File: config.mk
export PLATFORM = sky130hd
export DESIGN_NAME = mem_port_arbiter_flat
export DESIGN_NICKNAME = d
export VERILOG_FILES = /design/src/rtl/mem_port_arbiter_if.sv /design/src/rtl/mem_port_arbiter.sv /design/src/flat_wrapper.sv
export SDC_FILE = /design/constraint.sdc
export NUM_CORES = 1
export LEC_CHECK = 0
export CAP_MARGIN = 20
export CORE_MARGIN = 4
export CORE_UTILIZATION = 36
export DETAILED_ROUTE_END_ITERATION = 8
export PLACE_DENSITY = 0.82
export SLEW_MARGIN = 40
export SYNTH_ARGS = -nofsm -noshare
export SYNTH_HDL_FRONTEND = slang
export SYNTH_SLANG_ARGS = --single-unit
File: constraint.sdc
create_clock -name clk -period 1.92 [get_ports clk]
set_input_delay 0.384 -clock clk [delete_from_list [all_inputs] [get_ports clk]]
set_output_delay 0.384 -clock clk [all_outputs]
set_load 0.01 [all_outputs]
File: src/rtl/mem_port_arbiter_if.sv
`default_nettype none
// ============================================================================
// Module      : mem_port_arbiter_if
// Description : Fetch, load/store and memory-port signal bundle for the
//               RV32I memory port arbiter.
// Revision    : 1.0 - initial release
// ============================================================================
interface mem_port_arbiter_if;
  logic        i_read;
  logic [31:0] i_addr;
  logic [31:0] i_rdata;
  logic        i_resp;

  logic        d_read;
  logic        d_write;
  logic [31:0] d_addr;
  logic [31:0] d_wdata;
  logic [3:0]  d_wmask;
  logic [31:0] d_rdata;
  logic        d_resp;

  logic        mem_read;
  logic        mem_write;
  logic [31:0] mem_addr;
  logic [31:0] mem_wdata;
  logic [3:0]  mem_wmask;
  logic [31:0] mem_rdata;
  logic        mem_resp;

  // Arbiter side
  modport slave (
    input  i_read, i_addr,
    input  d_read, d_write, d_addr, d_wdata, d_wmask,
    input  mem_rdata, mem_resp,
    output i_rdata, i_resp, d_rdata, d_resp,
    output mem_read, mem_write, mem_addr, mem_wdata, mem_wmask
  );

  // Requester / memory side
  modport master (
    output i_read, i_addr,
    output d_read, d_write, d_addr, d_wdata, d_wmask,
    output mem_rdata, mem_resp,
    input  i_rdata, i_resp, d_rdata, d_resp,
    input  mem_read, mem_write, mem_addr, mem_wdata, mem_wmask
  );
endinterface
`default_nettype wire

File: src/rtl/mem_port_arbiter.sv
`default_nettype none
// ============================================================================
// Module      : mem_port_arbiter
// Description : Shares one memory port between instruction fetch and
//               load/store; data wins, a streak counter bounds fetch wait.
// Revision    : 1.0 - initial release
// ============================================================================
module mem_port_arbiter #(
  parameter int STREAK_MAX = 4
) (
  input  logic              clk,
  input  logic              rst_n,
  mem_port_arbiter_if.slave bus
);

  localparam logic [3:0] C_STREAK_MAX = 4'(STREAK_MAX);

  typedef enum logic [1:0] {
    IDLE    = 2'd0,
    SERVE_I = 2'd1,
    SERVE_D = 2'd2
  } state_t;

  state_t      r_state;
  state_t      w_state_nxt;
  logic [3:0]  r_streak;
  logic [3:0]  w_streak_nxt;
  logic        w_d_req;
  logic        w_grant_i;
  logic        w_grant_d;

  logic [31:0] r_addr;
  logic [31:0] r_wdata;
  logic [3:0]  r_wmask;
  logic        r_op_write;

  assign w_d_req = bus.d_read | bus.d_write;

  always_ff @(posedge clk or negedge rst_n) begin
    if (!rst_n) begin
      r_state  <= IDLE;
      r_streak <= 4'd0;
    end else begin
      r_state  <= w_state_nxt;
      r_streak <= w_streak_nxt;
    end
  end

  always_comb begin
    w_state_nxt  = r_state;
    w_streak_nxt = r_streak;
    w_grant_i    = 1'b0;
    w_grant_d    = 1'b0;
    case (r_state)
      IDLE: begin
        if (w_d_req && (!bus.i_read || (r_streak < C_STREAK_MAX))) begin
          w_grant_d = 1'b1;
        end else if (bus.i_read) begin
          w_grant_i = 1'b1;
        end

        if (w_grant_d) begin
          w_state_nxt = SERVE_D;
          // A data win with fetch waiting only happens below the limit,
          // so the increment can never pass STREAK_MAX.
          w_streak_nxt = bus.i_read ? (r_streak + 4'd1) : 4'd0;
        end else if (w_grant_i) begin
          w_state_nxt  = SERVE_I;
          w_streak_nxt = 4'd0;
        end else begin
          w_streak_nxt = 4'd0;
        end
      end
      SERVE_I, SERVE_D: begin
        if (bus.mem_resp) begin
          w_state_nxt = IDLE;
        end
      end
      default: begin
        w_state_nxt = IDLE;
      end
    endcase
  end

  // Port registers: captured once at grant, requester inputs ignored after.
  always_ff @(posedge clk or negedge rst_n) begin
    if (!rst_n) begin
      r_addr     <= 32'd0;
      r_wdata    <= 32'd0;
      r_wmask    <= 4'd0;
      r_op_write <= 1'b0;
    end else if (w_grant_d) begin
      r_addr     <= bus.d_addr;
      r_wdata    <= bus.d_wdata;
      r_wmask    <= bus.d_wmask;
      r_op_write <= bus.d_write;
    end else if (w_grant_i) begin
      r_addr     <= bus.i_addr;
      r_wmask    <= 4'd0;
      r_op_write <= 1'b0;
    end
  end

  assign bus.mem_read  = (r_state != IDLE) && !r_op_write;
  assign bus.mem_write = (r_state != IDLE) &&  r_op_write;
  assign bus.mem_addr  = r_addr;
  assign bus.mem_wdata = r_wdata;
  assign bus.mem_wmask = r_wmask;

  assign bus.i_resp  = (r_state == SERVE_I) && bus.mem_resp;
  assign bus.d_resp  = (r_state == SERVE_D) && bus.mem_resp;
  assign bus.i_rdata = bus.mem_rdata;
  assign bus.d_rdata = bus.mem_rdata;

endmodule
`default_nettype wire

File: src/flat_wrapper.sv
// flat-port wrapper written by rule: the top's interface ports become plain ports
module mem_port_arbiter_flat 
#(
  parameter int STREAK_MAX = 4
)
  (clk, rst_n, bus_i_read, bus_i_addr, bus_d_read, bus_d_write, bus_d_addr, bus_d_wdata, bus_d_wmask, bus_mem_rdata, bus_mem_resp, bus_i_rdata, bus_i_resp, bus_d_rdata, bus_d_resp, bus_mem_read, bus_mem_write, bus_mem_addr, bus_mem_wdata, bus_mem_wmask);
  mem_port_arbiter_if bus_i ();
  input  logic clk;
  input  logic rst_n;
  input wire logic [$bits(bus_i.i_read)-1:0] bus_i_read;
  input wire logic [$bits(bus_i.i_addr)-1:0] bus_i_addr;
  input wire logic [$bits(bus_i.d_read)-1:0] bus_d_read;
  input wire logic [$bits(bus_i.d_write)-1:0] bus_d_write;
  input wire logic [$bits(bus_i.d_addr)-1:0] bus_d_addr;
  input wire logic [$bits(bus_i.d_wdata)-1:0] bus_d_wdata;
  input wire logic [$bits(bus_i.d_wmask)-1:0] bus_d_wmask;
  input wire logic [$bits(bus_i.mem_rdata)-1:0] bus_mem_rdata;
  input wire logic [$bits(bus_i.mem_resp)-1:0] bus_mem_resp;
  output wire logic [$bits(bus_i.i_rdata)-1:0] bus_i_rdata;
  output wire logic [$bits(bus_i.i_resp)-1:0] bus_i_resp;
  output wire logic [$bits(bus_i.d_rdata)-1:0] bus_d_rdata;
  output wire logic [$bits(bus_i.d_resp)-1:0] bus_d_resp;
  output wire logic [$bits(bus_i.mem_read)-1:0] bus_mem_read;
  output wire logic [$bits(bus_i.mem_write)-1:0] bus_mem_write;
  output wire logic [$bits(bus_i.mem_addr)-1:0] bus_mem_addr;
  output wire logic [$bits(bus_i.mem_wdata)-1:0] bus_mem_wdata;
  output wire logic [$bits(bus_i.mem_wmask)-1:0] bus_mem_wmask;
  assign bus_i.i_read = bus_i_read;
  assign bus_i.i_addr = bus_i_addr;
  assign bus_i.d_read = bus_d_read;
  assign bus_i.d_write = bus_d_write;
  assign bus_i.d_addr = bus_d_addr;
  assign bus_i.d_wdata = bus_d_wdata;
  assign bus_i.d_wmask = bus_d_wmask;
  assign bus_i.mem_rdata = bus_mem_rdata;
  assign bus_i.mem_resp = bus_mem_resp;
  assign bus_i_rdata = bus_i.i_rdata;
  assign bus_i_resp = bus_i.i_resp;
  assign bus_d_rdata = bus_i.d_rdata;
  assign bus_d_resp = bus_i.d_resp;
  assign bus_mem_read = bus_i.mem_read;
  assign bus_mem_write = bus_i.mem_write;
  assign bus_mem_addr = bus_i.mem_addr;
  assign bus_mem_wdata = bus_i.mem_wdata;
  assign bus_mem_wmask = bus_i.mem_wmask;
  mem_port_arbiter #(.STREAK_MAX(STREAK_MAX)) u_core (.clk(clk), .rst_n(rst_n), .bus(bus_i));
endmodule
# After elaboration in Yosys (flattened, before gate mapping)

Cells that the tools add are included.

Output and inout port bits: 136
Flip-flop bits (word level): 75
Word-level logic and storage cells: 45
Input port bits: 138

Reduce and logical (&&, ||, !) cells: 13
$lt $le $gt $ge: 1
Equal/unequal tests: 4
Mux-type cells: 19
Bitwise gates (word level): 1
Add/sub/neg operators: 1

Operators with widths:

| operator                                                   | count |
|---|---|
| 2-to-1 mux 32 bit                                          | 2 |
| 2-to-1 mux 4 bit                                           | 4 |
| 2-to-1 mux 1 bit                                           | 9 |
| 2-to-1 mux 2 bit                                           | 3 |
| logical AND 1 bit                                          | 5 |
| adder 4 x 1 -> 4 bit, second input constant                | 1 |
| less-than comparator 4 x 3 -> 1 bit, second input constant | 1 |
| case mux 2 bit (2 select lines)                            | 1 |
| nonzero test 2 bit                                         | 2 |
| inequality test 3 bit, second input constant               | 1 |
| equality test 2 x 1 -> 1 bit, second input constant        | 1 |
| equality test 2 bit, second input constant                 | 1 |
| logical NOT 1 bit                                          | 2 |
| logical NOT 2 bit                                          | 1 |
| inequality test 2 bit, second input constant               | 1 |
| AND reduction 2 bit                                        | 1 |
| OR reduction 2 bit                                         | 1 |
| logical OR 1 bit                                           | 1 |
| bitwise OR 1 bit                                           | 1 |

# Depth between registers and ports, before layout

Gate-level depths: netlist of the first run.

Depth after elaboration: 8
Depth in mapped cells: 7
Gate-level depth less buffers: 5

# Worst setup path before layout of the first run

OpenSTA, ideal clock, no wires.

Path kind: register to register
Start point: reg u_core.r_state[0]
End point: reg u_core.r_wdata[10], in the netlist u_core.bus.mem_wdata[10]
Clock period less this slack: 1,667 ps
Setup slack: 253 ps
Library setup time: 125 ps
Buffers on the path: 2
Arrival: 1,542 ps
Stages on the path, launching flop included: 8
Required time: 1,795 ps
Cells stage by stage: dfrtp_1 > inv_1 > ha_1 > o21a_2 > and2_4 > buf_6 > buf_6 > mux2_4

Word-level cells in the longest chain between the ends: 2

RTL lines:

| item                   | RTL line               | source |
|---|---|---|
| from (decl)            | mem_port_arbiter.sv:24 | `state_t r_state;` |
| from (signal assigned) | mem_port_arbiter.sv:44 | `r_state <= w_state_nxt;` |
| logical NOT 2 bit      | mem_port_arbiter.sv:54 | `case (r_state)` |
| 2-to-1 mux 1 bit       | mem_port_arbiter.sv:54 |  |
| to (signal assigned)   | mem_port_arbiter.sv:94 | `r_wdata <= bus.d_wdata;` |
| to (decl)              | mem_port_arbiter.sv:33 | `logic [31:0] r_wdata;` |

No other way between the ends.
A chain may end at the register's enable or synchronous reset.

# Worst setup path after layout of the first run

Start point: reg u_core.r_state[1]
End point: out bus_mem_write

Word-level cells in the longest chain between the ends: 2

RTL lines:

| item               | RTL line                | source |
|---|---|---|
| nonzero test 2 bit | mem_port_arbiter.sv:105 | `assign bus.mem_write = (r_state != IDLE) && r_op_write;` |
| logical AND 1 bit  | mem_port_arbiter.sv:105 |  |
| to (decl)          | flat_wrapper.sv:24      | `output wire logic [$bits(bus_i.mem_write)-1:0] bus_mem_write;` |

No other way between the ends.

==> results.md, run 1 <==
- **status** completed
- **Final TNS setup** 0 ns
- **drt first pass iters** 4
- **average routed wire per standard cell** 19.1 µm
- **number of global-route vias before repair** 3,394
- **most frequently used flop master after synthesis** dfrtp_1
- **ANT nets after route** 0
- **overall overflow remaining after global route** 0
- **share of synthesized registers carrying an async set or reset** 100%
- **initial antenna violation count** 0
- **post-layout min period** 1.79 ns
- **largest fanout on the critical path** 5
- **kind of start point of the critical path** flop
- **DR vias/cell** 5.06
- **slew at the pin closest to its max-slew limit** 0.665 ns
- **cell at the root of the clock tree** clkbuf_8
- **number of max-slew violations in the final report** 0
- **utilization after layout** 53.9%
- **Synthesized Nets** 506
- **crit share post-route** 93.2%
- **Arr. time, crit path** 1.40 ns
- **clock sinks** 75
- **Clock Tree Buf Depth** 2
- **critical path data required time** 1.54 ns
- **setup repair after global routing missed its margin** false
- **die outline area** 0.0126 mm²
- **number of buffers created by CTS** 9
- **clock tree from TritonCTS** built
- **number of instances in the synthesized netlist** 364
- **count of distinct cell types in the synthesized netlist** 34
- **path category of the worst min-delay check** input pin to async pin
- **fin nets** 627
- **clock transition time at the flip-flop clock pins of the worst setup and hold paths** 0.10 ns
- **proportion of layout cells with a drive suffix above 1** 15.9%
- **DR vias** 3,167
- **largest net degree at the start of global routing** 44
- **Synth top area share** 47.8%
- **peak supply drop** 0.773 mV
- **cell area power density** 1510 mW/mm²
- **standard-cell row count** 37
- **number of diodes added for antenna fixing** 0
- **worst setup slack after placement** -0.151 ns
- **Cell Chain, Critical Path** inv_1, ha_2, nor2b_1, dlygate4sd2_1
- **Achievable Freq** 559 MHz
- **total number of yosys warnings** 0
- **wirelength, routed** 12,000 µm
- **most area-consuming cells after synthesis** dfrtp_1, buf_4, mux2_4, o31ai_1, a21oi_1
- **Cell Area, Placed** 0.00546 mm²
- **wire length of the first global-routing pass** 18,500 µm
- **WHS** 0.0112 ns
- **class of the most critical setup path** flop to output pin
- **htree depth** 3
- **total power of the final layout** 8.54 mW
- **synthesized cell area** 0.00393 mm²
- **Tot GR Track Use** 18.5%
- **final non-filler cell total** 626
- **Max-Slew Margin vs Limit** 55.6%
- **total I/O pin count** 274
- **static leakage** 2.41 nW
- **Worst-Skew Late Latency** 0.34 ns
- **Worst Skew** 0.0146 ns
- **cell count after placement** 610
- **number of failing setup endpoints in the final timing report** 0
- **cell with the biggest individual delay on the critical path** dfrtp_1
- **die height** 112 µm
- **Synth Register Bits** 75
- **core region area** 0.0105 mm²
- **worst path setup slack after routing** 0.131 ns
- **number of flops mapped to enable cells by yosys** 0
- **port bufs** 177
- **CP peak stage delay** 0.41 ns
- **final instance area** 0.00564 mm²
- **number of violations of the max-capacitance limit** 0
- **count of routing violations after the opening detailed-route iteration** 216
- **endpoints failing hold** 0
- **count of buffers added by post-CTS timing repair for setup** 0
- **width of the die** 112 µm
- **Mapped Avg Cell Area** 10.8 µm²
- **sum of net half-perimeters after detailed placement** 9230 µm
- **area growth from synthesis to layout** 43.7%
- **GP Congestion** 0.867
- **post-synth top area cell** dfrtp_1
- **sequential-to-total area share from yosys stat** 47.8%
- **number of design rule violations left after detail routing** 0
- **endpoint kind of the worst setup timing path** output pin
- **starting utilization of the core area** 37.5%
- **Layout fillers** 941
[cell type report]
class	count	area, µm²	area share [%]
repair buffers	199	1970	34.9
flip-flops and latches	75	1880	33.3
multi-input cells	196	1430	25.3
well taps	136	170	3.02
clock buffers	9	124	2.20
clock inverters	7	63.8	1.13
inverters	4	15.0	0.266
[synth_stat cells (2+ instances only)]
master / instances
clkbuf_1: 12
nand2_1: 34
buf_6: 4
nand2b_1: 2
buf_2: 8
buf_4: 64
a22o_1: 5
nor2b_1: 2
o21ai_1: 28
mux2_4: 25
nand3_1: 2
mux2_2: 7
dfrtp_1: 75
o31ai_1: 32
and2_1: 2
a21oi_1: 32
ha_1: 4
inv_1: 4
nor2_1: 2
o21ai_0: 6
[metal layers]
layer | global-route usage, % | routed length (µm) | vias up
li1 | - | - | 1452
met1 | 21.0 | 4530 | 1487
met2 | 32.9 | 6170 | 211
met3 | 6.15 | 1090 | 17
met4 | 5.37 | 173 | 0
met5 | 0 | 0 | -
[registers in the layout (all words and copies together), names as in the netlist]
signal                flops
u_core.r_streak           4
u_core.bus.mem_wdata     32
u_core.bus.mem_addr      32
u_core.r_state            2
u_core.r_op_write         1
u_core.bus.mem_wmask      4
[cell usage in the layout, fill, tap and decap left out, types with 2 or more instances in the layout]
cell type	netlist	layout
inv_1	4	4
clkinvlp_4	0	2
clkbuf_8	0	9
inv_8	0	2
nand2b_1	2	2
o31ai_1	32	32
mux2_2	7	7
mux2_4	25	25
inv_6	0	3
o21ai_1	28	28
o21ai_0	6	6
a21oi_1	32	32
nand3_1	2	2
and2_1	2	2
buf_4	64	20
a22o_1	5	5
clkdlybuf4s50_1	0	172
nand2_1	34	34
dfrtp_1	75	75
ha_1	4	3
buf_12	0	3
dlygate4sd2_1	0	4
nor2b_1	2	2
[worst paths after layout]
check | start | slack (ns) | to | depth (start not counted)
min in group clk | u_core.bus.mem_addr[10] | 0.50 | u_core.bus.mem_addr[10] | 2
max reg2reg | u_core.r_state[1] | 0.19 | u_core.bus.mem_wdata[5] | 6
min reg2reg | u_core.bus.mem_addr[10] | 0.50 | u_core.bus.mem_addr[10] | 2
max | u_core.r_state[1] | 0.13 | bus_mem_write | 4
min | rst_n | 0.01 | u_core.bus.mem_wdata[22] | 1
max in group asynchronous | rst_n | 1.22 | u_core.bus.mem_addr[13] | 2
[critical path: cells and delay by family, from the launching register on]
kind	cells	cell delay, ns
DFF	1	0.41
buffers and inverters	2	0.37
adders and majority gates	1	0.23
and+or+nand+nor	1	0.05
[power by group]
group	total, mW	leakage (nW)	switching [mW]	internal, mW
clock	1.18	0.0907	0.679	0.502
combinational	4.57	1.40	1.93	2.65
sequential	2.79	0.911	0.450	2.34
[timing repair]
action	in CTS	in global routing
resized for setup	4	1
setup endpoints to repair	4	3
hold buffers	0	0
[logic make-up after synthesis]
kind of cell	synth area share, %
simple gates	5.39
flops	47.8
buf+inv	16.0
mux	11.8
fa+ha+maj	1.27
compound gates	17.7
Power figures use the tool's default switching activity.
==> inputs of run 2 (changes only) <==
--- a/config.mk
+++ b/config.mk
@@ -6,10 +6,11 @@
 export NUM_CORES = 1
 export LEC_CHECK = 0
 export CAP_MARGIN = 20
-export CORE_MARGIN = 4
+export CORE_MARGIN = 2
 export CORE_UTILIZATION = 36
 export DETAILED_ROUTE_END_ITERATION = 8
-export PLACE_DENSITY = 0.82
+export PLACE_DENSITY = 0.86
+export SKIP_LAST_GASP = 1
 export SLEW_MARGIN = 40
 export SYNTH_ARGS = -nofsm -noshare
 export SYNTH_HDL_FRONTEND = slang
==> run 2 against run 1 <==
Register-to-register slack got worse by 0.04 ns. Core utilization decreased by 0.67 points. Clock skew decreased by 0.0056 ns. Non-clock buffer count increased by 3. Highest routed layer unchanged. Sequential share of layout area is 0.47 points lower. Combinational power increased by 1%. Flip-flop and latch count unchanged. Setup slack got worse by 0.012 ns. Cell area is 1.4% higher. Routed wire length rose by 4.5%. Cell count rose by 1.1%.
==> results.md, run 2 (same netlist as run 1, synthesis figures left out) <==
- **die outline area** 0.0118 mm²
- **number of failing setup endpoints in the final timing report** 0
- **port bufs** 177
- **drt first pass iters** 4
- **endpoints failing hold** 0
- **setup repair after global routing missed its margin** false
- **sum of net half-perimeters after detailed placement** 9830 µm
- **Tot GR Track Use** 21.0%
- **area growth from synthesis to layout** 45.7%
- **Layout fillers** 924
- **wirelength, routed** 12,500 µm
- **Clock Tree Buf Depth** 2
- **count of routing violations after the opening detailed-route iteration** 185
- **number of design rule violations left after detail routing** 0
- **endpoint kind of the worst setup timing path** output pin
- **htree depth** 3
- **overall overflow remaining after global route** 0
- **core region area** 0.0107 mm²
- **kind of cell adding the most delay to the critical path** flip-flops
- **number of max-slew violations in the final report** 0
- **fin nets** 630
- **DR vias** 3,234
- **Worst Skew** 0.00905 ns
- **post-layout min period** 1.80 ns
- **initial antenna violation count** 0
- **standard-cell row count** 38
- **CP peak stage delay** 0.38 ns
- **clock transition time at the flip-flop clock pins of the worst setup and hold paths** 0.08 ns
- **slew at the pin closest to its max-slew limit** 0.384 ns
- **DR vias/cell** 5.11
- **cell area power density** 1550 mW/mm²
- **static leakage** 2.45 nW
- **cell with the biggest individual delay on the critical path** dfrtp_1
- **Arr. time, crit path** 1.42 ns
- **Buf/Inv on CP** 2
- **class of the most critical setup path** flop to output pin
- **proportion of layout cells with a drive suffix above 1** 15.8%
- **number of global-route vias before repair** 3,267
- **critical path data required time** 1.54 ns
- **commonest non-fill, non-tap cell in the layout** clkdlybuf4s50_1
- **clock sinks** 75
- **die height** 108 µm
- **largest fanout on the critical path** 4
- **wire length of the first global-routing pass** 18,700 µm
- **number of buffers created by CTS** 9
- **peak supply drop** 0.764 mV
- **WHS** 0.480 ns
- **worst setup path startpoint** u_core.r_state[0]
- **total I/O pin count** 274
- **number of violations of the max-capacitance limit** 0
- **Final TNS setup** 0 ns
- **width of the die** 108 µm
- **path category of the worst min-delay check** input pin to async pin
- **Achievable Freq** 555 MHz
- **average routed wire per standard cell** 19.7 µm
- **leading cell types in the layout, fill and taps excluded** clkdlybuf4s50_1, dfrtp_1, nand2_1
- **crit share post-route** 93.8%
- **cell count of the worst reg-to-reg path** 7
- **critical register-to-register path startpoint** u_core.r_state[1]
- **ANT nets after route** 0
- **cell at the root of the clock tree** clkbuf_8
- **setup slack on the worst flop-to-flop path** 0.15 ns
- **Worst-Skew Late Latency** 0.35 ns
- **Max-Slew Margin vs Limit** 74.4%
- **starting utilization of the core area** 36.5%
- **largest net degree at the start of global routing** 36
- **Cell Chain, Critical Path** inv_1, ha_1, nor2b_1, dlygate4sd2_1
- **status** completed
- **kind of start point of the critical path** flop
- **clock tree from TritonCTS** built
- **count of buffers added by post-CTS timing repair for setup** 0
- **number of diodes added for antenna fixing** 0
- **GP Congestion** 0.799
- **end of the worst register-to-register path** u_core.bus.mem_addr[11]
run 2: per-stage QoR:
| step | instances | setup WS [ns] | total power [mW] | util [%] | area [µm²] |
|---|---|---|---|---|---|
| after global placement | 616 | 0.0228 | 7.29 | 50.9 | 5470 |
| final | 633 | 0.119 | 8.90 | 53.2 | 5720 |
| after detailed placement | 616 | 0.00294 | 7.50 | 50.9 | 5470 |
| after CTS | 633 | 0.0769 | 8.96 | 53.2 | 5720 |
| after floorplan | 364 | 0.253 | 5.20 | - | 3930 |
| after global routing | 633 | 0.00178 | 9.41 | 53.2 | 5720 |
run 2: area by class of cell:
cell class / count / area (µm²) / share of cell area, %
repair buffers: 202 / 1980 / 34.7
flip-flops and latches: 75 / 1880 / 32.8
multi-input cells: 196 / 1430 / 25.0
well taps: 140 / 175 / 3.06
clock buffers: 10 / 128 / 2.23
clock inverters: 6 / 113 / 1.97
inverters: 4 / 15.0 / 0.262
run 2: report_power, final:
group          switching [mW]  internal, mW  total (mW)
Combinational            2.00          2.63        4.63
Sequential              0.463          2.34        2.80
Clock                   0.591         0.868        1.46
Total                    3.05          5.84        8.90
run 2: timing repair:
item,4_1_cts,5_1_grt
resized for setup,4,2
hold buffers,1,0
endpoints found under the setup margin,4,2
endpoints found under the hold margin,24,0
run 2: worst max-delay path by stage:
stage / endpoint / slack [ns] / cells past startpoint
2_1_floorplan: u_core.bus.mem_wdata[10] / 0.25 / 7
3_3_place_gp: bus_i_resp / 0.02 / 3
3_5_place_dp: bus_i_resp / 0.003 / 3
4_1_cts: bus_mem_read / 0.08 / 4
5_1_grt: bus_mem_read / 0.002 / 4
6_report: bus_mem_write / 0.12 / 4
run 2: worst register-to-register path: cells and delay by family, from the launching register on:
kind,cells,cell delay [ns]
DFF,1,0.41
buffers and inverters,3,0.54
adders and majority gates,1,0.21
AOI/OAI and AO/OA,3,0.51
run 2: per-layer routing:
layer  up-vias  GRT usage, %  share of wire [%]
met5         -             0                  0
met4         0          7.33                1.6
met3        20          6.93                 10
met2       197          37.9                 52
met1      1556          22.9                 36
li1       1461             -                  -
==> inputs of run 3 (changes only) <==
--- a/config.mk
+++ b/config.mk
@@ -6,6 +6,7 @@
 export NUM_CORES = 1
 export LEC_CHECK = 0
 export CAP_MARGIN = 20
+export CORE_ASPECT_RATIO = 1.5
 export CORE_MARGIN = 2
 export CORE_UTILIZATION = 36
 export DETAILED_ROUTE_END_ITERATION = 8
==> run 3 against run 2 <==
Flip-flop and latch count is the same. Register-to-register slack gained 0.03 ns. Critical path depth is the same. Fmax shrank 1.9%. Sequential share of layout area shrank 0.63 points. First-iteration DRC count shrank 18%. Cell count shrank 0.32%. Clock skew shrank 0.0017 ns. Sequential power is essentially flat. Core utilization grew 1.8 points. Non-clock buffer count shrank 6. Critical path type unchanged. Highest routed layer unchanged.
==> results.md, run 3 (same netlist as run 1, synthesis figures left out) <==
- **slew at the pin closest to its max-slew limit** 0.396 ns
- **area growth from synthesis to layout** 48.6%
- **number of max-slew violations in the final report** 0
- **setup repair after global routing missed its margin** false
- **Worst Skew** 0.00736 ns
- **fin nets** 624
- **clock transition time at the flip-flop clock pins of the worst setup and hold paths** 0.06 ns
- **htree depth** 3
- **number of failing setup endpoints in the final timing report** 0
- **largest fanout on the critical path** 4
- **worst path setup slack after routing** 0.0852 ns
- **die outline area** 0.0118 mm²
- **number of global-route vias before repair** 3,228
- **number of diodes added for antenna fixing** 0
- **proportion of layout cells with a drive suffix above 1** 14.8%
- **GP Congestion** 0.747
- **initial antenna violation count** 0
- **static leakage** 2.48 nW
- **number of violations of the max-capacitance limit** 0
- **Worst-Skew Late Latency** 0.33 ns
- **clock sinks** 75
- **DR vias/cell** 5.09
- **ANT nets after route** 0
- **standard-cell row count** 46
- **worst setup slack after placement** -0.0823 ns
- **number of design rule violations left after detail routing** 0
- **wirelength, routed** 13,100 µm
- **DR vias** 3,213
- **count of routing violations after the opening detailed-route iteration** 151
- **Worst Hold Path EP** u_core.bus.mem_addr[3]
- **cell area power density** 1600 mW/mm²
- **Tot GR Track Use** 21.4%
- **endpoints failing hold** 0
- **cell count of the worst reg-to-reg path** 7
- **die height** 132 µm
- **critical register-to-register path startpoint** u_core.r_state[0]
- **average routed wire per standard cell** 20.7 µm
- **critical path data required time** 1.54 ns
- **width of the die** 89.3 µm
- **crit share post-route** 95.6%
- **endpoint kind of the worst setup timing path** output pin
- **kind of start point of the critical path** flop
- **end of the worst register-to-register path** u_core.bus.mem_addr[14]
- **Max-Slew Margin vs Limit** 73.6%
- **Final TNS setup** 0 ns
- **drt first pass iters** 5
- **class of the most critical setup path** flop to output pin
- **worst setup path startpoint** u_core.r_state[0]
- **wire length of the first global-routing pass** 18,800 µm
- **status** completed
- **cell at the root of the clock tree** clkbuf_16
- **peak supply drop** 0.469 mV
- **Hold Startpoint** u_core.bus.mem_addr[3]
- **commonest non-fill, non-tap cell in the layout** clkdlybuf4s50_1
- **Achievable Freq** 545 MHz
- **post-layout min period** 1.83 ns
- **Arr. time, crit path** 1.45 ns
- **largest net degree at the start of global routing** 48
- **leading cell types in the layout, fill and taps excluded** clkdlybuf4s50_1, dfrtp_1, nand2_1
- **clock tree from TritonCTS** built
- **starting utilization of the core area** 37.1%
- **Worst Hold Depth** 2
- **setup slack on the worst flop-to-flop path** 0.18 ns
- **port bufs** 177
- **overall overflow remaining after global route** 0
- **total I/O pin count** 274
- **core region area** 0.0106 mm²
- **sum of net half-perimeters after detailed placement** 10,100 µm
- **Clock Tree Buf Depth** 2
- **path category of the worst min-delay check** flop to flop
- **number of buffers created by CTS** 9
## run 3: where the power goes
part	internal, mW	total [mW]	leakage [nW]	switching (mW)
combinational	2.63	4.62	1.40	1.98
clock	1.27	1.93	0.167	0.653
sequential	2.35	2.80	0.911	0.451
total	6.25	9.34	2.48	3.09
## run 3: per-layer routing
layer / routed length (µm) / up-vias / GRT usage [%] / part of all wire (%)
met5: 0 / - / 0 / 0
met4: 563 / 0 / 9.78 / 4.3
met3: 1810 / 46 / 11.5 / 14
met2: 6620 / 203 / 37.3 / 51
met1: 4060 / 1519 / 19.6 / 31
li1: - / 1445 / - / -
## run 3: per-stage QoR
step	std cells	hold WS, ns	util [%]	power, mW	area, µm²
6_report	631	0.481	55.1	9.34	5830
4_1_cts	631	0.487	55.1	9.44	5830
5_1_grt	631	0.504	55.1	9.86	5830
3_3_place_gp	614	0.333	51.8	7.30	5490
2_1_floorplan	364	0.0884	-	5.20	3930
3_5_place_dp	614	0.339	51.8	7.47	5490
## run 3: what timing repair did
item / CTS / global route
buffers inserted: 0 / 0
hold buffers: 1 / 0
hold endpoints to repair: 28 / 0
gates resized for setup: 4 / 0
setup endpoints to repair: 4 / 0
## run 3: final cells by class
type	count	area (µm²)
fillers	937	4760
repair buffers	196	1980
clock inverters	6	113
inverters	4	15.0
well taps	144	180
clock buffers	10	229
multi-input cells	196	1440
flip-flops and latches	75	1880
## run 3: worst max path at each step
stage	endpoint	slack [ns]	cells past startpoint
after floorplan	u_core.bus.mem_wdata[10]	0.25	7
after global placement	u_core.bus.mem_wmask[1]	-0.02	5
after detailed placement	u_core.bus.mem_addr[8]	-0.08	6
after CTS	bus_mem_read	0.06	4
after global routing	bus_mem_write	0.007	4
final	bus_mem_read	0.09	4
## run 3: worst max-delay path, stage by stage, from the launching register on
cell           delay, ns
dfrtp_1             0.38
inv_1               0.08
ha_1                0.25
nor2_1              0.11
dlygate4sd2_1       0.30
